<file path="src/rtl/censor_word_filter.sv">
// Byte-stream word filter. Letters of each word are buffered while an external
// pearson8 hasher digests them; at the end of the word the hash is looked up in a
// small banned-hash dictionary and the word is replayed verbatim or censored.
module censor_word_filter #(
    parameter int unsigned MAX_WORD    = 32,
    parameter int unsigned DICT_DEPTH  = 16,
    parameter logic [7:0]  CENSOR_CHAR = 8'h2A
) (
    input  logic                          clock,
    input  logic                          reset,
    input  logic                          s_valid,
    output logic                          s_ready,
    input  logic [7:0]                    s_data,
    input  logic                          s_last,
    output logic                          m_valid,
    input  logic                          m_ready,
    output logic [7:0]                    m_data,
    output logic                          m_last,
    output logic                          hash_enable,
    output logic                          hash_init,
    output logic [7:0]                    hash_char,
    input  logic [7:0]                    hash_in,
    input  logic                          dict_we,
    input  logic [$clog2(DICT_DEPTH)-1:0] dict_addr,
    input  logic [7:0]                    dict_hash,
    input  logic                          dict_en
);

    localparam int unsigned      LEN_W   = $clog2(MAX_WORD + 1);
    localparam int unsigned      IDX_W   = (MAX_WORD > 1) ? $clog2(MAX_WORD) : 1;
    localparam logic [LEN_W-1:0] MAX_LEN = LEN_W'(MAX_WORD);

    typedef enum logic [1:0] {
        StCollect,
        StCheck,
        StEmit
    } state_t;

    state_t           state_q, state_d;
    logic [LEN_W-1:0] len_q, len_d;
    logic [IDX_W-1:0] idx_q, idx_d;
    logic             last_pend_q, last_pend_d;
    logic             match_q, match_d;

    logic [7:0]            word_buf [MAX_WORD];
    logic                  buf_we;
    logic [DICT_DEPTH-1:0] dict_valid_q;
    logic [7:0]            dict_val_q [DICT_DEPTH];
    logic                  dict_hit;

    logic       can_load;
    logic       load;
    logic [7:0] load_data;
    logic       load_last;
    logic       is_letter;
    logic       last_byte;

    assign can_load  = !m_valid || m_ready;
    assign is_letter = ((s_data >= 8'h41) && (s_data <= 8'h5A)) ||
                       ((s_data >= 8'h61) && (s_data <= 8'h7A));
    assign last_byte = (LEN_W'(idx_q) + LEN_W'(1)) == len_q;

    // Compare the finished hash against every valid dictionary entry.
    always_comb begin
        dict_hit = 1'b0;
        for (int unsigned i = 0; i < DICT_DEPTH; i++) begin
            if (dict_valid_q[i] && (dict_val_q[i] == hash_in)) begin
                dict_hit = 1'b1;
            end
        end
    end

    // Next-state, handshake, hasher control and output-register load selection.
    always_comb begin
        state_d     = state_q;
        len_d       = len_q;
        idx_d       = idx_q;
        last_pend_d = last_pend_q;
        match_d     = match_q;
        s_ready     = 1'b0;
        buf_we      = 1'b0;
        load        = 1'b0;
        load_data   = 8'h00;
        load_last   = 1'b0;
        hash_enable = 1'b0;
        hash_init   = 1'b0;
        hash_char   = 8'h00;
        unique case (state_q)
            StCollect: begin
                if (len_q == MAX_LEN) begin
                    // Buffer full: split here, the pending byte waits for the next word.
                    state_d = StCheck;
                end else if (is_letter) begin
                    s_ready = 1'b1;
                    if (s_valid) begin
                        buf_we      = 1'b1;
                        len_d       = len_q + LEN_W'(1);
                        hash_enable = 1'b1;
                        hash_char   = s_data | 8'h20;
                        if (s_last) begin
                            last_pend_d = 1'b1;
                            state_d     = StCheck;
                        end
                    end
                end else if (len_q == '0) begin
                    s_ready = can_load;
                    if (s_valid && can_load) begin
                        load      = 1'b1;
                        load_data = s_data;
                        load_last = s_last;
                    end
                end else if (s_valid) begin
                    // Delimiter stays pending until the word ahead of it is replayed.
                    state_d = StCheck;
                end
            end
            StCheck: begin
                match_d = dict_hit;
                idx_d   = '0;
                state_d = StEmit;
            end
            StEmit: begin
                if (can_load) begin
                    load      = 1'b1;
                    load_data = match_q ? CENSOR_CHAR : word_buf[idx_q];
                    if (last_byte) begin
                        load_last   = last_pend_q;
                        hash_enable = 1'b1;
                        hash_init   = 1'b1;
                        len_d       = '0;
                        last_pend_d = 1'b0;
                        state_d     = StCollect;
                    end else begin
                        idx_d = idx_q + IDX_W'(1);
                    end
                end
            end
            default: begin
                state_d = StCollect;
            end
        endcase
    end

    // Control state register.
    always_ff @(posedge clock) begin
        if (reset) begin
            state_q     <= StCollect;
            len_q       <= '0;
            idx_q       <= '0;
            last_pend_q <= 1'b0;
            match_q     <= 1'b0;
        end else begin
            state_q     <= state_d;
            len_q       <= len_d;
            idx_q       <= idx_d;
            last_pend_q <= last_pend_d;
            match_q     <= match_d;
        end
    end

    // Word buffer; contents are meaningless once len is cleared, so no reset.
    always_ff @(posedge clock) begin
        if (buf_we) begin
            word_buf[len_q[IDX_W-1:0]] <= s_data;
        end
    end

    // Dictionary valid bits; reset invalidates every entry.
    always_ff @(posedge clock) begin
        if (reset) begin
            dict_valid_q <= '0;
        end else if (dict_we) begin
            dict_valid_q[dict_addr] <= dict_en;
        end
    end

    // Dictionary hash values, only meaningful where the valid bit is set.
    always_ff @(posedge clock) begin
        if (dict_we) begin
            dict_val_q[dict_addr] <= dict_hash;
        end
    end

    // Registered output stage; holds its byte while the consumer stalls.
    always_ff @(posedge clock) begin
        if (reset) begin
            m_valid <= 1'b0;
            m_data  <= 8'h00;
            m_last  <= 1'b0;
        end else if (can_load) begin
            m_valid <= load;
            if (load) begin
                m_data <= load_data;
                m_last <= load_last;
            end
        end
    end

endmodule

</file>
<file path="config.mk">
export PLATFORM = sky130hd
export DESIGN_NAME = censor_word_filter
export DESIGN_NICKNAME = d
export VERILOG_FILES = /design/src/rtl/censor_word_filter.sv
export SDC_FILE = /design/constraint.sdc
export NUM_CORES = 1
export LEC_CHECK = 0
export ABC_AREA = 1
export CORE_ASPECT_RATIO = 1.2
export CORE_MARGIN = 1
export CORE_UTILIZATION = 55
export DETAILED_ROUTE_END_ITERATION = 10
export HOLD_SLACK_MARGIN = 0.12
export PLACE_DENSITY = 0.72
export SKIP_LAST_GASP = 1
export SYNTH_ARGS = -nofsm -noshare
export SYNTH_HDL_FRONTEND = slang
export SYNTH_SLANG_ARGS = --single-unit
</file>
<file path="constraint.sdc">
create_clock -name clock -period 3.15 [get_ports clock]
set_clock_uncertainty 0.2 [all_clocks]
set_input_delay 0.63 -clock clock [delete_from_list [all_inputs] [get_ports clock]]
set_output_delay 0.63 -clock clock [all_outputs]
set_load 0.005 [all_outputs]
</file>
# Word level (Yosys, flattened, before mapping)
# Memory sizes are Yosys's and may differ from the RTL's. A register that Yosys moved wholly into a read port is not among the register bits.
# Cells that the tools add are included.
[word_totals]
regBits = 41
latch_bits = 0
ramBits = 384
romBits = 0
input_bits = 35
output_inout_bits = 21
wordCells = 167
memories = 2
[op_classes]
n_addsub = 3
multipliers = 0
div = 0
order_cmp = 6
n_eq_ne = 31
shifts = 0
n_mux = 84
n_bitwise = 0
reduce_logical = 32
[memory_table]
columns = ["name", "words", "word_bits", "rd", "rd_clocked_by_memory_dff", "write_ports", "line", "source"]
rows = [
  ["word_buf", 32, 8, 1, 1, 1, "45", "logic [7:0] word_buf [MAX_WORD];"],
  ["dict_val_q", 16, 8, 16, 0, 1, "48", "logic [7:0] dict_val_q [DICT_DEPTH];"],
]
[ops]
columns = ["operator", "n"]
rows = [
  ["equality test 8 bit", 16],
  ["two-way mux 8 bit", 9],
  ["two-way mux 1 bit", 48],
  ["two-way mux 6 bit", 5],
  ["logical AND 1 bit", 20],
  ["two-way mux 5 bit", 4],
  ["bitwise mux 16 bit", 1],
  ["greater-or-equal comparator 8 x 7 -> 1 bit (second input constant)", 2],
  ["less-or-equal comparator 8 x 7 -> 1 bit (second input constant)", 2],
  ["two-way mux 2 bit", 8],
  ["inequality test 4 bit (second input constant)", 4],
  ["case mux 8 bit (2 select lines)", 1],
  ["inequality test 2 bit (second input constant)", 7],
  ["case mux 6 bit (2 select lines)", 1],
  ["AND reduction 6 bit", 2],
  ["case mux 5 bit (2 select lines)", 1],
  ["case mux 1 bit (2 select lines)", 4],
  ["AND reduction 7 bit", 1],
  ["adder 5 x 1 -> 6 bit (second input constant)", 1],
  ["adder 6 x 1 -> 6 bit (second input constant)", 1],
  ["equality test 6 bit", 1],
  ["equality test 6 bit (second input constant)", 1],
  ["zero test 6 bit", 1],
  ["case mux 2 bit (3 select lines)", 1],
  ["other kinds (12)", 14],
]

# Logic depth before layout (Yosys ltp)
# Gate-level depths: netlist of run 1.
[logic_depth]
word_depth = 18
ltp_mapped = 14
depth_no_buf = 14

# Worst setup path after synthesis of run 1
# OpenSTA, ideal clock, no wires.
[synth_timing]
path_kind = "flip-flop to flip-flop"
startpoint = "register len_q[0]"
endpoint = "memory word_buf[24][0], enable pin"
setup_time_ns = 0.370
arrival_ns = 1.902
required_time_ns = 2.580
path_slack_ns = 0.678
path_stages_with_launch = 10
path_buffers = 0
synth_period_minus_slack_ns = 2.472
path_cell_list = "dfxtp_1 -> inv_1 -> ha_1 -> inv_1 -> nor3_2 -> nor3_2 -> nand4_2 -> inv_2 -> nand2_2 -> nor2_1"
[synth_via]
elab_chain_len = 5
[synth_lines]
columns = ["item", "line", "source"]
rows = [
  ["start: declaration", "40", "logic [LEN_W-1:0] len_q, len_d;"],
  ["start signal: assignment", "154", "len_q <= len_d;"],
  ["equality test 6 bit", "90", "if (len_q == MAX_LEN) begin"],
  ["two-way mux 1 bit", "90", ""],
  ["two-way mux 1 bit", "88", "unique case (state_q)"],
  ["two-way mux 1 bit", "163", "if (buf_we) begin"],
  ["two-way mux 1 bit (not written as such)", "164", "word_buf[len_q[IDX_W-1:0]] <= s_data;"],
  ["end: declaration", "45", ""],
]
# Parallel ways exist; a longest one is shown, timed or not.

# Final worst setup path of run 1
[layout_timing]
startpoint = "register idx_q[0]"
endpoint = "register state_q[0]"
[layout_via]
elab_chain_len = 4
[layout_lines]
columns = ["item", "line", "source"]
rows = [
  ["start: declaration", "41", "logic [IDX_W-1:0] idx_q, idx_d;"],
  ["start signal: assignment", "155", "idx_q <= idx_d;"],
  ["adder 5 x 1 -> 6 bit", "61", "assign last_byte = (LEN_W'(idx_q) + LEN_W'(1)) == len_q;"],
  ["equality test 6 bit", "61", ""],
  ["inequality test 2 bit (no source line)", "--", ""],
  ["AND reduction 6 bit (no source line)", "--", ""],
  ["end signal: assignment", "147", "state_q <= StCollect;"],
  ["end signal: assignment", "153", "state_q <= state_d;"],
  ["end: declaration", "39", "state_t state_q, state_d;"],
]
# No other way between the ends.
# A chain may end at the register's enable or synchronous reset.

==> qor.csv, run 1 <==
metric,value,unit
cts_tree,yes,
die_y,205,um
wl_per_cell,19.9,um
drive_above_1_share,0.153,
relSlewSlack,0.383,
fin_area,22400,um2
core,34000,um2
fin_nets,2032,
synth-seq-area-share,0.657,
busiest_layer,met2,
hold_path_end,dict_valid_q[1],
grt_max_degree,129,
min_path_type,flop to flop,
crit_path_end_kind,flop,
syn_area_per_cell,10.3,um2
finalSetupViolCount,1,
gr-usage-met2,0.506,
fin_util,0.660,
port_buffers,54,
status,"complete, but fails checks",
synth_fp_nets,1874,
hold_viol_final,0,
cap_violations,0,
reg2reg_depth,23,
leakage,8.90,nW
vias,13702,
io_pins,56,
grt_pass1_vias,13418,
violations,negative setup slack,
antenna_found_initial,0,
met3_usage,0.0465,
synthDistinctLibCells,41,
synth-edff-count,384,
syn_to_final_growth,18.5,%
cts_buffer_depth,3,
cts_made_buffers,42,
synth.yosys.warnings,0,
synthArstFlopShare,0,
cts_hold_buf,0,
netlist.area_leader.share,0.609,
avgViaCountPerCell,5.52,
ir_drop,0.000448,V
finalCritPeriodShare,1.01,
die_w,171,um
first_pass_iters,6,
grt_pass1_wl,74.6,mm
gp_congestion,0.895,
rows,74,
cts_root_buf,clkbuf_16,
crit_arrival,3.47,ns
hpwlAfterDp,32.0,mm
clock_latency,0.55,ns
path_max_fanout,5,
synthCells,1834,
worstPathRequired,3.42,ns
start_kind,flop,
drv_slew,0,
drc_errors,0,
ff2ff_setup_slack,-0.04,ns
track_usage,0.287,
antenna_cells,0,
synth_area_leaders,"edfxtp_1 (61%), nand2_1 (9.9%), nand3_1 (6.3%), dfxtp_1 (4.9%), nor2_1 (3.0%)",
drt-initial-drc-count,1382,
worstReg2RegEnd,state_q[0],
reg2reg_from,idx_q[0],
min_period,3.19,ns
syn-cell-area,18900,um2
wl,49.4,mm
met1_usage,0.340,
dieArea,35200,um2
grt_overflow,0,
ctsHtreeMaxLevel,2,
max_freq,313,MHz
yosys.area.top_type,edfxtp_1,
start_util,0.557,
synthFlopType,edfxtp_1,
clk_pin_slew,0.07,ns
worstHoldStart,dict_valid_q[1],
placed_area,20600,um2
ys_ff_latch,430,
rsz0062_at_grt,yes,
ant_nets,0,
holdPathStages,2,
setup_ws,-0.0422,ns
worst_pin_slew,0.922,ns
path_class,flop to flop,
cts.sinks,430,
powerDensity,644,nW/um2
## final cells by class
type	count	area [um2]
clock buffers	58	1280
repair buffers	199	1700
well taps	456	571
flip-flops and latches	430	12500
fillers	2602	11500
clock inverters	20	245
multi-input cells	1162	5570
inverters	157	601
## cell usage in the layout, fill, tap and decap left out, types with 4 or more instances in the layout
| cell type | netlist | layout |
|---|---|---|
| inv_4 | 3 | 4 |
| clkbuf_8 | 0 | 4 |
| a21oi_1 | 35 | 35 |
| o31ai_1 | 5 | 5 |
| buf_12 | 0 | 7 |
| nor3_1 | 21 | 21 |
| buf_4 | 6 | 137 |
| clkbuf_16 | 0 | 48 |
| xor2_1 | 40 | 40 |
| o22ai_1 | 10 | 10 |
| or2_2 | 22 | 22 |
| bufinv_16 | 0 | 5 |
| nand2_1 | 498 | 489 |
| nand3_1 | 237 | 233 |
| a21oi_2 | 9 | 9 |
| dfxtp_2 | 0 | 5 |
| inv_2 | 9 | 12 |
| inv_1 | 145 | 140 |
| dlygate4sd2_1 | 0 | 11 |
| nor2_4 | 2 | 5 |
| nand3_2 | 2 | 6 |
| dfxtp_1 | 46 | 38 |
| clkdlybuf4s50_1 | 0 | 41 |
| a21boi_0 | 4 | 4 |
| nand4_1 | 21 | 21 |
| edfxtp_1 | 384 | 384 |
| o21ai_0 | 53 | 53 |
| nand2_2 | 6 | 14 |
| clkbuf_1 | 25 | 6 |
| o21ai_1 | 10 | 10 |
| xnor2_1 | 11 | 11 |
| nor2_1 | 153 | 151 |
| clkinv_2 | 0 | 7 |
## flip-flops by register name (all words and copies together), names as in the netlist, 2 cells and up, named ones only
signal	count
idx_q	5
state_q	2
dict_valid_q	16
dict_val_q	128
word_buf	256
m_data	8
len_q	6
## power breakdown
| group | internal, mW | switching [mW] | leakage (nW) |
|---|---|---|---|
| clock | 3.27 | 2.12 | 0.742 |
| combinational | 0.928 | 1.67 | 4.32 |
| sequential | 6.35 | 0.105 | 3.84 |
## per-stage QoR
| stage | power [mW] | TNS (ns) | std cells | hold WS (ns) | setup slack, ns |
|---|---|---|---|---|---|
| global placement | 8.89 | -34.45 | 2381 | 0.250 | -0.310 |
| CTS | 14.4 | -0.110 | 2476 | 0.277 | -0.110 |
| detailed placement | 8.93 | -37.85 | 2381 | 0.255 | -0.314 |
| floorplan | 8.03 | 0 | 1834 | 0.230 | 0.678 |
| finish | 14.4 | -0.0422 | 2482 | 0.280 | -0.0422 |
| global route | 15.0 | -0.362 | 2482 | 0.308 | -0.194 |
## per-layer routing
metal  share of wire  wire [um]  up-vias
met2            0.50      24700      590
met4           0.049       2410        0
li1                -          -     6483
met1            0.38      18700     6494
met5               0          0        -
met3           0.072       3550      135
## Yosys cell counts, drive strengths merged (3+ instances only)
library cell,count
nand2,506
edfxtp,384
nand3,240
nor2,158
inv,157
o21ai,63
buf,60
dfxtp,46
a21oi,44
xor2,40
clkbuf,25
nand4,23
nor3,23
or2,23
xnor2,11
o22ai,10
ha,5
o31ai,5
a21boi,4
o211ai,3
## kinds of logic after synthesis
kind of cell / count (synthesis) / share of synthesized area
compound gates: 131 / 0.0389
xor+xnor: 51 / 0.0236
fa+ha+maj: 5 / 0.00330
buf+inv: 242 / 0.0543
flops: 430 / 0.657
other cells: 1 / 0.000198
simple gates: 974 / 0.222
## what timing repair did
action	CTS	global route
pin swaps	4	12
buffers inserted	17	6
gates resized for setup	33	22
setup endpoints to repair	10	4
## how the worst max path moves through the flow
stage / slack (ns) / from / cells after the start / to
2_1_floorplan: 0.68 / len_q[0] / 9 / word_buf[24][0]
3_3_place_gp: -0.31 / s_data[6] / 8 / hash_enable
3_5_place_dp: -0.31 / s_data[6] / 8 / hash_enable
4_1_cts: -0.11 / idx_q[0] / 12 / hash_enable
5_1_grt: -0.19 / idx_q[0] / 23 / state_q[0]
6_report: -0.04 / idx_q[0] / 23 / state_q[0]
## worst max-delay path: stages (launching register included)
cell,delay [ns]
dfxtp_4,0.37
ha_4,0.16
inv_1,0.05
nand2_2,0.06
nand2_2,0.06
nand2_2,0.09
nand2_2,0.05
nor2_2,0.09
nand3_2,0.09
buf_4,0.14
buf_4,0.12
buf_4,0.12
buf_4,0.12
buf_4,0.12
buf_4,0.12
buf_4,0.12
buf_4,0.12
buf_4,0.12
buf_4,0.12
buf_4,0.12
buf_4,0.13
o21bai_4,0.14
nand4_1,0.10
nor3_1,0.16
Power figures use the tool's default switching activity.
==> run 2, diff against run 1 <==
Settings changed: ABC_AREA 1 to not set, DONT_BUFFER_PORTS set to 1, PLACE_DENSITY 0.72 to 0.7.
==> qor.csv, run 2 <==
metric,value,unit,change
leakage,6.41,nW,-28%
port_buffers,0,,-100%
placed_area,18300,um2,-11%
synthArstFlopShare,0,,unchanged
worst_pin_slew,1.16,ns,+0.234 ns
path_class,flop to output pin,,
met3_usage,0.0559,,+0.00938
clk_pin_slew,0.06,ns,about the same
die_y,198,um,-3.6%
syn_area_per_cell,16.8,um2,+63%
cts_made_buffers,42,,unchanged
holdPathStages,2,,unchanged
worstHoldStart,s_data[3],,
die_w,165,um,-3.6%
dieArea,32700,um2,-7.1%
ctsHtreeMaxLevel,2,,unchanged
worstPathRequired,2.32,ns,-1.10 ns
start_util,0.561,,+0.00322
finalNonFillerCells,1555,,-37%
start_kind,flop,,
drv_slew,0,,unchanged
io_pins,56,,unchanged
syn-cell-area,17600,um2,-7.2%
synthCells,1046,,-43%
max_freq,332,MHz,+6.1%
synth_fp_nets,1086,,-42%
crit_arrival,2.18,ns,-1.29 ns
status,"finished, final reports clean",,
hold_path_end,m_data[3],,
ys_ff_latch,430,,unchanged
fin_nets,1161,,-43%
synth_area_leaders,"edfxtp_1 (66%), mux4_2 (8.8%), xor2_1 (5.5%), dfxtp_1 (5.2%), mux2i_1 (1.7%)",,
min_period,3.01,ns,-0.184 ns
wl_per_cell,25.4,um,+27%
critPathSlowestCell,dfxtp_1,,
track_usage,0.252,,-0.0357
multiInputGateArea,4890,um2,-12%
drive_above_1_share,0.189,,+0.0361
ff2ff_setup_slack,0.33,ns,+0.37 ns
fill_cells,2188,,-16%
drc_errors,0,,unchanged
hpwlAfterDp,23.8,mm,-26%
path_cells,ha_2 > xnor2_1 > nand2_1 > nor4b_4 > nand3_2 > nand2_2,,
synth_common_cells,"edfxtp_1 (384), xor2_1 (110), mux4_2 (69), nor2_1 (57), dfxtp_1 (46)",,
finalCritPeriodShare,0.955,,-0.0585
worstReg2RegEnd,m_data[1],,
avgViaCountPerCell,5.96,,+8.0%
fin_area,20000,um2,-11%
ir_drop,0.000545,V,+22%
yosys.area.top_type,edfxtp_1,,
max_stage_delay,0.40,ns,+0.03 ns
first_pass_iters,5,,-1
cts_buffer_depth,3,,unchanged
rows,71,,-4.1%
synth.yosys.warnings,0,,unchanged
layout_commonest_cell,edfxtp_1,,
vias,9272,,-32%
gp_congestion,0.835,,-6.7%
finalSetupViolCount,0,,-1
path_max_fanout,5,,unchanged
busiest_layer,met2,,
drt-initial-drc-count,734,,-47%
reg2reg_depth,5,,-78%
powerDensity,583,nW/um2,-9.5%
synthDistinctLibCells,53,,+29%
crit_path_end_kind,output pin,,
seq_area,12500,um2,about the same
synthFlopType,edfxtp_1,,
syn_to_final_growth,13.9,%,
grt_pass1_vias,9476,,-29%
layout_common_cells,"edfxtp_1 (384), xor2_1 (110), mux4_2 (69), buf_4 (59), nor2_1 (57)",,
power,11.7,mW,-19%
rsz0062_at_grt,no,,
ant_nets,0,,unchanged
grt_pass1_wl,58.3,mm,-22%
gr-usage-met2,0.426,,-0.0797
netlist.area_leader.share,0.656,,+0.0471
hold_viol_final,0,,unchanged
largest_register_ffs,256,,unchanged
synth-seq-area-share,0.708,,+0.0509
relSlewSlack,0.226,,-0.157
fin_setup_tns,0,ns,+0.0422 ns
wl,39.4,mm,-20%
antenna_found_initial,2,,+2
yosysMostFrequentCell,edfxtp_1,,
placedCellCount,1454,,-39%
cap_violations,0,,unchanged
synth-edff-count,384,,unchanged
met1_usage,0.299,,-0.0415
cts_tree,yes,,
core,31400,um2,-7.7%
clock_latency,0.55,ns,about the same
grt_max_degree,37,,-71%
min_path_type,primary input to flop,,
cts.sinks,430,,unchanged
cts_root_buf,clkbuf_16,,
grt_overflow,0,,unchanged
## run 2: cell count changes in the layout (fill, tap and decap cells not counted), sizes merged, moves of 41 or more
cell	change
xor2	+70
buf	-76
nor2	-101
o21ai	-47
inv	-148
nand2	-467
nand3	-218
mux4	+69
clkdlybuf4s50	-41
## run 2: stage by stage
stage	setup WS, ns	hold WS, ns	utilization
floorplan	0.178	0.232	-
global placement	0.259	0.242	0.583
detailed placement	0.177	0.245	0.583
CTS	-0.0336	0.156	0.637
global route	0.0125	0.171	0.638
finish	0.142	0.165	0.638
## run 2: worst max-delay path by stage
| stage | startpoint | to | slack, ns |
|---|---|---|---|
| after floorplan | s_valid | word_buf[30][0] | 0.18 |
| after global placement | s_valid | word_buf[20][2] | 0.26 |
| after detailed placement | s_valid | word_buf[22][2] | 0.18 |
| after CTS | len_q[0] | s_ready | -0.03 |
| after global routing | idx_q[0] | hash_enable | 0.01 |
| final | idx_q[0] | hash_enable | 0.14 |
## run 2: critical path: cells and delay by family, from the launching register on
| kind | cells | cell delay, ns |
|---|---|---|
| xor+xnor | 1 | 0.14 |
| fa+ha+maj | 1 | 0.31 |
| simple gates | 4 | 0.79 |
| flops | 1 | 0.40 |
## run 2: routing by layer
| metal | wire length, um | share of wire |
|---|---|---|
| met5 | 13 | 0.00033 |
| met3 | 2600 | 0.066 |
| met2 | 20000 | 0.51 |
| met1 | 14800 | 0.37 |
| met4 | 2100 | 0.053 |
## run 2: cell type report
cell class              instances  share of cell area
diodes                          1            0.000125
clock buffers                  63              0.0611
clock inverters                13             0.00606
inverters                       9             0.00181
multi-input cells             555               0.244
flip-flops and latches        430               0.622
well taps                     401              0.0251
repair buffers                 83              0.0391
## run 2: kinds of logic after synthesis
family,synth area share
DFF,0.708
and+or+nand+nor,0.0668
xor gates and xnor gates,0.0678
muxes,0.106
AOI/OAI and AO/OA,0.0302
buffers and inverters,0.0172
adders and majority gates,0.00356
other,0.000213
## run 2: where the power goes
| group | switching (mW) | total [mW] | leakage (nW) | internal, mW |
|---|---|---|---|---|
| Sequential | 0.0406 | 6.31 | 3.83 | 6.26 |
| Combinational | 0.288 | 0.507 | 1.93 | 0.218 |
| Clock | 2.01 | 4.86 | 0.655 | 2.85 |
## run 2: what timing repair did
action	CTS	global route
endpoints found under the hold margin	426	0
hold buffers	22	0
setup buffers	2	0
pin swaps	1	1
endpoints found under the setup margin	9	9
resized for setup	5	11
==> run 3, diff against run 2 <==
Settings changed: GPL_TIMING_DRIVEN set to 1.
Clock period 3.15 ns to 3.4 ns, I/O delays scaled along.
==> qor.csv, run 3 (synthesized netlist as in run 2, its figures left out) <==
metric,value,unit,change
multiInputGateArea,4860,um2,-0.66%
hold_viol_final,0,,unchanged
leakage,6.37,nW,-0.77%
ir_drop,0.000426,V,-22%
fin_nets,1146,,-1.3%
io_pins,56,,unchanged
port_buffers,0,,unchanged
reg2reg_depth,7,,+2
path_class,flop to output pin,,
crit_arrival,2.36,ns,+0.18 ns
syn_to_final_growth,13.2,%,
setup_ws,0.160,ns,+0.0178 ns
status,"finished, final reports clean",,
drt-initial-drc-count,835,,+14%
fill_cells,2209,,+0.96%
powerDensity,544,nW/um2,-6.6%
drc_errors,0,,unchanged
grt_max_degree,49,,+32%
fin_util,0.635,,-0.00371
relSlewSlack,0.378,,+0.151
cts_buffer_depth,3,,unchanged
layout_commonest_cell,edfxtp_1,,
p_switching,2.23,mW,-4.6%
start_util,0.561,,unchanged
finalSetupViolCount,0,,unchanged
grt_pass1_vias,9325,,-1.6%
avgViaCountPerCell,6.10,,+2.3%
ctsHtreeMaxLevel,2,,unchanged
min_path_type,primary input to flop,,
wl_per_cell,26.0,um,+2.6%
hpwlAfterDp,23.5,mm,-1.2%
rsz0062_at_grt,no,,
clock_power_share,0.418,,+0.002
cts_tree,yes,,
grt_pass1_wl,59.6,mm,+2.2%
cts.sinks,430,,unchanged
die_y,198,um,unchanged
seq_area,12500,um2,unchanged
start_kind,flop,,
placed_area,18200,um2,-0.56%
seqPwrFrac,0.539,,about the same
antenna_found_initial,7,,+5
clk_pin_slew,0.06,ns,about the same
cts_setup_buffers,0,,-2
fin_area,19900,um2,-0.58%
ff2ff_setup_slack,0.36,ns,+0.03 ns
switching_share,0.206,,+0.00545
finalCritPeriodShare,0.953,,
internal-power,8.61,mW,-7.8%
largest_register_ffs,256,,unchanged
hold_slack,0.124,ns,-0.0411 ns
gp_congestion,0.835,,unchanged
clock_latency,0.54,ns,about the same
worstPathRequired,2.52,ns,+0.20 ns
crit_end,hash_char[4],,
track_usage,0.256,,+0.00418
ant_nets,0,,unchanged
max_freq,309,MHz,
min_period,3.24,ns,
wl,40.3,mm,+2.1%
crit_start,state_q[1],,
max_stage_delay,0.54,ns,+0.14 ns
layout_common_cells,"edfxtp_1 (384), xor2_1 (110), mux4_2 (69), nor2_1 (57), buf_4 (44)",,
fin_setup_tns,0,ns,unchanged
path_cells,or3b_2 > a21oi_1 > nand2_1 > inv_1 > and2_1,,
crit_path_end_kind,output pin,,
worst_pin_slew,0.930,ns,-0.226 ns
grt_overflow,0,,unchanged
cap_violations,0,,unchanged
dieArea,32700,um2,unchanged
reg2reg_from,state_q[1],,
cts_made_buffers,42,,unchanged
die_w,165,um,unchanged
path_max_fanout,13,,+8
rows,71,,unchanged
vias,9440,,+1.8%
drv_slew,0,,unchanged
cts_root_buf,clkbuf_16,,
worstReg2RegEnd,word_buf[14][2],,
core,31400,um2,unchanged
combPwrFrac,0.043,,about the same
drive_above_1_share,0.177,,-0.0117
pre_cts_slack,0.118,ns,-0.0589 ns
critPathSlowestCell,or3b_2,,
first_pass_iters,5,,unchanged
-- run 3: cell count changes in the layout (fill, tap and decap cells not counted), sizes merged --
cell         delta
buf            -14
bufinv          +1
clkbuf         -10
clkinv          +6
diode           +6
dlygate4sd3     -1
inv             +4
-- run 3: area by class of cell --
type / instances / share of cell area
multi-input combinational: 555 / 0.244
inverter: 9 / 0.00170
sequential: 430 / 0.626
tap: 401 / 0.0252
clock buffer: 53 / 0.0569
timing repair buffer: 68 / 0.0342
antenna: 7 / 0.000880
clock inverter: 24 / 0.0110
-- run 3: stage by stage --
stage | std cells | total power, mW
2_1_floorplan | 1046 | 6.24
3_3_place_gp | 1441 | 6.28
3_5_place_dp | 1441 | 6.29
4_1_cts | 1540 | 10.9
5_1_grt | 1545 | 11.1
6_report | 1547 | 10.8
-- run 3: worst min-delay path by stage --
stage                     start          endpoint  slack (ns)  depth (start not counted)
2_1_floorplan       last_pend_q       last_pend_q        0.23                          2
3_3_place_gp   dict_valid_q[14]  dict_valid_q[14]        0.26                          2
3_5_place_dp    dict_valid_q[4]   dict_valid_q[4]        0.26                          2
4_1_cts                 dict_en   dict_valid_q[2]        0.12                          2
5_1_grt                 dict_en   dict_valid_q[2]        0.14                          2
6_report                dict_en   dict_valid_q[2]        0.12                          2
-- run 3: per-layer routing --
layer,vias to the layer above,part of all wire,track usage,routed length [um]
met4,0,0.039,0.110,1570
met2,398,0.51,0.437,20700
met1,4788,0.37,0.316,15100
met3,87,0.074,0.0501,2970
li1,4167,-,-,-
met5,-,0,0,0
-- run 3: what timing repair did --
item	4_1_cts	5_1_grt
endpoints found under the hold margin	425	0
gates cloned	0	0
setup endpoints to repair	8	7
hold buffers	22	0
gates resized for setup	3	3
-- run 3: power by group through the flow --
stage	Sequential [mW]	Combinational, mW	Clock (mW)
after floorplan	5.94	0.304	0
after global placement	5.96	0.323	0
after detailed placement	5.96	0.329	0
after CTS	5.85	0.465	4.60
after global routing	5.85	0.502	4.79
final	5.84	0.462	4.53
-- run 3: worst max-delay path, delay by kind of cell (launching register included) --
kind | cells | cell delay, ns
compound gates | 1 | 0.18
buf+inv | 1 | 0.37
simple gates | 3 | 0.92
flops | 1 | 0.36
